`src/rtl/op_sequencer.sv`:
```
// op_sequencer: steps a core through the enabled operations (LOAD, ACCUMULATE,
// READ, ROLLBACK) for a latched number of passes. Each operation gets a start
// pulse, a bounded wait for core_done, and a fixed idle gap before the next one.
module op_sequencer #(
  parameter int ITER_WIDTH     = 8,
  parameter int TIMEOUT_CYCLES = 255,
  parameter int GAP_CYCLES     = 2
) (
  input  logic                  clk,
  input  logic                  rst_n,
  input  logic                  start,
  input  logic                  abort,
  input  logic [ITER_WIDTH-1:0] iterations,
  input  logic [3:0]            op_enable,
  input  logic                  core_done,
  output logic [1:0]            core_operation,
  output logic                  core_start,
  output logic                  core_rollback,
  output logic                  busy,
  output logic                  run_done,
  output logic                  timeout_err,
  output logic [15:0]           ops_issued,
  output logic [7:0]            timeout_count
);

  localparam logic [2:0] S_IDLE   = 3'd0;
  localparam logic [2:0] S_SELECT = 3'd1;
  localparam logic [2:0] S_ISSUE  = 3'd2;
  localparam logic [2:0] S_WAIT   = 3'd3;
  localparam logic [2:0] S_GAP    = 3'd4;
  localparam logic [2:0] S_FINISH = 3'd5;

  localparam logic [7:0]  TMO = 8'(TIMEOUT_CYCLES);
  localparam logic [15:0] GAP = 16'(GAP_CYCLES);

  logic [2:0]            state;
  logic [ITER_WIDTH-1:0] iter_q;
  logic [ITER_WIDTH-1:0] pass;
  logic [3:0]            en_q;
  logic [2:0]            idx;      // 0..3 = op slot, 4 = past the end of this pass
  logic [7:0]            wait_cnt;
  logic [15:0]           gap_cnt;

  logic                  found;
  logic [1:0]            sel;
  logic [ITER_WIDTH:0]   pass_nx;

  // Lowest enabled op slot at or after the current index.
  always_comb begin
    found = 1'b0;
    sel   = 2'd0;
    for (int i = 3; i >= 0; i--) begin
      if (en_q[i] && (3'(i) >= idx)) begin
        found = 1'b1;
        sel   = 2'(i);
      end
    end
  end

  assign pass_nx = {1'b0, pass} + 1'b1;

  // Sequencer state, registered outputs and per-run counters.
  always_ff @(posedge clk) begin
    if (!rst_n) begin
      state          <= S_IDLE;
      iter_q         <= '0;
      pass           <= '0;
      en_q           <= 4'b0000;
      idx            <= 3'd0;
      wait_cnt       <= 8'd0;
      gap_cnt        <= 16'd0;
      core_operation <= 2'b00;
      core_start     <= 1'b0;
      core_rollback  <= 1'b0;
      busy           <= 1'b0;
      run_done       <= 1'b0;
      timeout_err    <= 1'b0;
      ops_issued     <= 16'd0;
      timeout_count  <= 8'd0;
    end else begin
      core_start    <= 1'b0;
      core_rollback <= 1'b0;
      run_done      <= 1'b0;
      if (state != S_IDLE && abort) begin
        // Counters and the sticky error are left as they stand.
        state <= S_IDLE;
        busy  <= 1'b0;
      end else begin
        case (state)
          S_IDLE: begin
            if (start) begin
              iter_q        <= iterations;
              en_q          <= op_enable;
              ops_issued    <= 16'd0;
              timeout_count <= 8'd0;
              timeout_err   <= 1'b0;
              idx           <= 3'd0;
              pass          <= '0;
              busy          <= 1'b1;
              state         <= S_SELECT;
            end
          end
          S_SELECT: begin
            if (iter_q == '0 || en_q == 4'b0000) begin
              state <= S_FINISH;
            end else if (found) begin
              // Op code is slot+1 modulo 4, so ROLLBACK (slot 3) maps to 2'b00.
              idx            <= {1'b0, sel};
              core_start     <= 1'b1;
              core_operation <= sel + 2'd1;
              core_rollback  <= (sel == 2'd3);
              if (ops_issued != 16'hFFFF) ops_issued <= ops_issued + 16'd1;
              state          <= S_ISSUE;
            end else begin
              idx <= 3'd0;
              if (pass_nx == {1'b0, iter_q}) state <= S_FINISH;
              else                           pass  <= pass + 1'b1;
            end
          end
          S_ISSUE: begin
            wait_cnt <= 8'd1;
            state    <= S_WAIT;
          end
          S_WAIT: begin
            // A completion on the expiry cycle still wins over the timeout.
            if (core_done) begin
              gap_cnt <= 16'd1;
              state   <= S_GAP;
            end else if (wait_cnt == TMO) begin
              timeout_err <= 1'b1;
              if (timeout_count != 8'hFF) timeout_count <= timeout_count + 8'd1;
              gap_cnt     <= 16'd1;
              state       <= S_GAP;
            end else begin
              wait_cnt <= wait_cnt + 8'd1;
            end
          end
          S_GAP: begin
            if (gap_cnt == GAP) begin
              idx   <= idx + 3'd1;
              state <= S_SELECT;
            end else begin
              gap_cnt <= gap_cnt + 16'd1;
            end
          end
          S_FINISH: begin
            run_done <= 1'b1;
            busy     <= 1'b0;
            state    <= S_IDLE;
          end
          default: begin
            busy  <= 1'b0;
            state <= S_IDLE;
          end
        endcase
      end
    end
  end

endmodule

```
`config.mk`:
```
export PLATFORM = sky130hd
export DESIGN_NAME = op_sequencer
export DESIGN_NICKNAME = d
export VERILOG_FILES = /design/src/rtl/op_sequencer.sv
export SDC_FILE = /design/constraint.sdc
export NUM_CORES = 1
export LEC_CHECK = 0
export BUFFER_PORTS_ARGS = -buffer_cell sky130_fd_sc_hd__buf_4
export CAP_MARGIN = 10
export CORE_UTILIZATION = 50
export DETAILED_ROUTE_END_ITERATION = 10
export PLACE_DENSITY = 0.75
export REMOVE_ABC_BUFFERS = 1
export SLEW_MARGIN = 15
export SYNTH_ARGS = -nofsm -noshare
export SYNTH_HDL_FRONTEND = slang
export SYNTH_SLANG_ARGS = --single-unit
```
`constraint.sdc`:
```
create_clock -name clk -period 2.9 [get_ports clk]
set_input_delay 0.725 -clock clk [delete_from_list [all_inputs] [get_ports clk]]
set_output_delay 0.725 -clock clk [all_outputs]
set_load 0.005 [all_outputs]
```
==> summary.md <==
| Metric | Value |
|---|---|
| Crit-path max FO | 11 |
| Port Buffers | 47 |
| WL/cell | 15.2 um |
| Max H-tree Level | 3 |
| Rows | 33 |
| Cells after Synth | 523 |
| Die H | 95.1 um |
| Post-synthesis async set-or-reset flop share | 0 |
| Met1 WL | 4840 um |
| Setup TNS | 0 ns |
| Footprint of the multi-input gates | 0.00256 mm2 |
| Starting density of the core | 0.522 |
| Crit-path slowest cell | or4_1 |
| Critical path launch point type | flip-flop |
| Final Cycle Share | 0.899 |
| Met3 WL | 614 um |
| Peak VDD IR | 0.207 mV |
| Maximum number of pins on one net before global-route repair | 29 |
| DR top layer | met4 |
| Layout Nets | 596 |
| Worst Max-Slew Pin Slew | 0.888 ns |
| Crit path cell chain | nand3_2 -> or4_1 -> a2111o_1 -> nor4_2 -> buf_4 -> mux2_1 -> o211ai_1 |
| Unrepaired setup endpoints after global routing | no |
| Share of cells above drive strength 1 | 0.159 |
| Minimum clock period | 2.61 ns |
| Hold Path Origin | iter_q[0]$_SDFFE_PN0P_ |
| CTS Hold Bufs | 0 |
| Synth warnings | 0 |
| TritonRoute pass-1 iters | 5 |
| Skew final | 0.0142 ns |
| LEAKAGE | 1.86 nW |
| CP Capture Type | flip-flop |
| Gr ovfl total | 0 |
| Reg-to-reg critical path startpoint | pass[2]$_SDFFE_PN0P_ |
| Root buffer cell | clkbuf_8 |
| Storage cell area | 0.00162 mm2 |
| Initial antenna violation count | 0 |
| Final setup fails | 0 |
| Core ar. | 0.00830 mm2 |
| Drc violations | 0 |
| N_diodes | 0 |
| # IOs | 48 |
| GPL Wtd Cong | 0.894 |
| CP bufs+invs | 1 |
| Yosys cell types | 69 |
| WL met2 | 4630 um |
| # fillers | 749 |
| Commonest non-fill, non-tap cell in the layout | dfxtp_1 |
| Die Wd | 95.1 um |
| Max_cap viols | 0 |
| Final setup margin | 0.294 ns |
| Vias in the first global route | 3511 |
| Min-Delay Path Class | reg -> reg |
| Crit path DAT | 2.90 ns |
| PwrDens | 486 mW/mm2 |
| CTS resizes | 0 |
| CTS buffer count | 9 |
| Clock buffer depth | 2 |
| Design Power | 2.43 mW |
| Overall Global Routing Usage | 0.238 |
| Peak Freq | 0.384 GHz |
| Die footprint | 0.00905 mm2 |
| Max incr delay on CP | 0.55 ns |
| WS Path Type | reg -> reg |
| Via count | 4038 |
| Wire length of the first global-routing pass | 16800 um |
| Sequential-to-total area share from yosys stat | 0.374 |
| Clock-pin slew on the worst setup and hold paths | 0.09 ns |
| CP required | 3.19 ns |
| Vias per cell | 5.95 |
| Post-synth EDFFs | 0 |
| Routed Antenna Nets | 0 |
| Hold Fails Final Rpt | 0 |
| Final core utilization | 0.602 |
| FF+latch count, synth | 81 |
| Pre-CTS setup slack | 0.350 ns |
| Syn Area/Cell | 8.29 um2 |
| Outcome | complete, no violations |
| Slew Viols, Final | 0 |
| Ys flop type | dfxtp_1 |
| Crit path launch | pass[2]$_SDFFE_PN0P_ |
| Latest clock arrival within the worst-skew pair | 0.37 ns |
| Most frequent cells in the layout | dfxtp_1 (81), nand2_1 (62), buf_4 (58), nor2_1 (56), xnor2_1 (30) |
| Synth Cell Area | 0.00434 mm2 |
| Synth-to-Final Area Change | 15.2% |
| Detailed Place HPWL | 7220 um |
| Drt initial violations | 194 |
| CTS tree | done |
| Final wirelength | 10300 um |
| Slew Limit Headroom | 0.404 |
| Setup bufs post-CTS | 0 |
| CP delay by family, top | simple AND/OR/NAND/NOR gates |
| Clk sink count | 81 |
-- metal layers --
layer | global-route usage | vias up
met4 | 0.0997 | 0
met1 | 0.321 | 1891
li1 | - | 2000
met3 | 0.0415 | 19
met5 | 0 | -
met2 | 0.373 | 128
-- registers in the layout (all words and copies together) (netlist names) --
signal,flops
timeout_count,8
idx,3
core_start,1
ops_issued,16
busy,1
core_rollback,1
timeout_err,1
gap_cnt,16
iter_q,8
run_done,1
state,3
pass,8
core_operation,2
wait_cnt,8
en_q,4
-- cells in the mapped netlist (all sizes together), types with 9 or more instances --
library cell | n | area, um2
nor2 | 57 | 216
nor4 | 10 | 75.1
nand3 | 17 | 90.1
xnor2 | 30 | 263
inv | 16 | 60.1
and3 | 13 | 81.3
a21oi | 23 | 115
xor2 | 11 | 96.3
a211oi | 9 | 67.6
clkbuf | 18 | 67.6
dfxtp | 81 | 1620
nor3 | 16 | 90.1
nand4 | 12 | 75.1
nand2 | 62 | 233
ha | 10 | 125
o21ai | 18 | 90.1
-- cells by family after synthesis --
kind of cell	Yosys count	synth area share
xor gates and xnor gates	41	0.0828
AOI/OAI and AO/OA	111	0.183
buffers and inverters	39	0.0361
muxes	7	0.0167
DFF	81	0.374
adders and majority gates	10	0.0289
and+or+nand+nor	234	0.279
-- power by group --
group	total [mW]	switching [mW]	internal [mW]
registers	1.20	0.0527	1.15
clock network	0.791	0.464	0.328
logic	0.432	0.268	0.164
-- worst paths after layout --
kind                             to  slack, ns  cells after the start
min reg2reg  iter_q[0]$_SDFFE_PN0P_       0.49                      2
min          iter_q[0]$_SDFFE_PN0P_       0.49                      2
max            pass[7]$_SDFFE_PN0P_       0.29                      7
max reg2reg    pass[7]$_SDFFE_PN0P_       0.29                      7
-- through the flow --
stage | cell area, um2 | instances | hold WS, ns
2_1_floorplan | 4240 | 500 | 0.446
3_3_place_gp | 4810 | 663 | 0.462
3_5_place_dp | 4810 | 663 | 0.469
4_1_cts | 4990 | 679 | 0.489
5_1_grt | 4990 | 679 | 0.497
6_report | 4990 | 679 | 0.487
-- area by class of cell --
class,count,area share
Clock buffer,9,0.0248
Timing Repair Buffer,58,0.0872
Multi-Input combinational cell,403,0.513
Clock inverter,7,0.0118
Tap cell,105,0.0263
Inverter,16,0.0120
Sequential cell,81,0.325
-- worst reg2reg max path: stages (launching register included) --
cell and delay [ns]:
dfxtp_1 0.51, nand3_2 0.19, or4_1 0.56, a2111o_1 0.45, nor4_2 0.21, buf_4 0.20
mux2_1 0.33, o211ai_1 0.09
No activity file was read; power rests on OpenSTA's default activity.
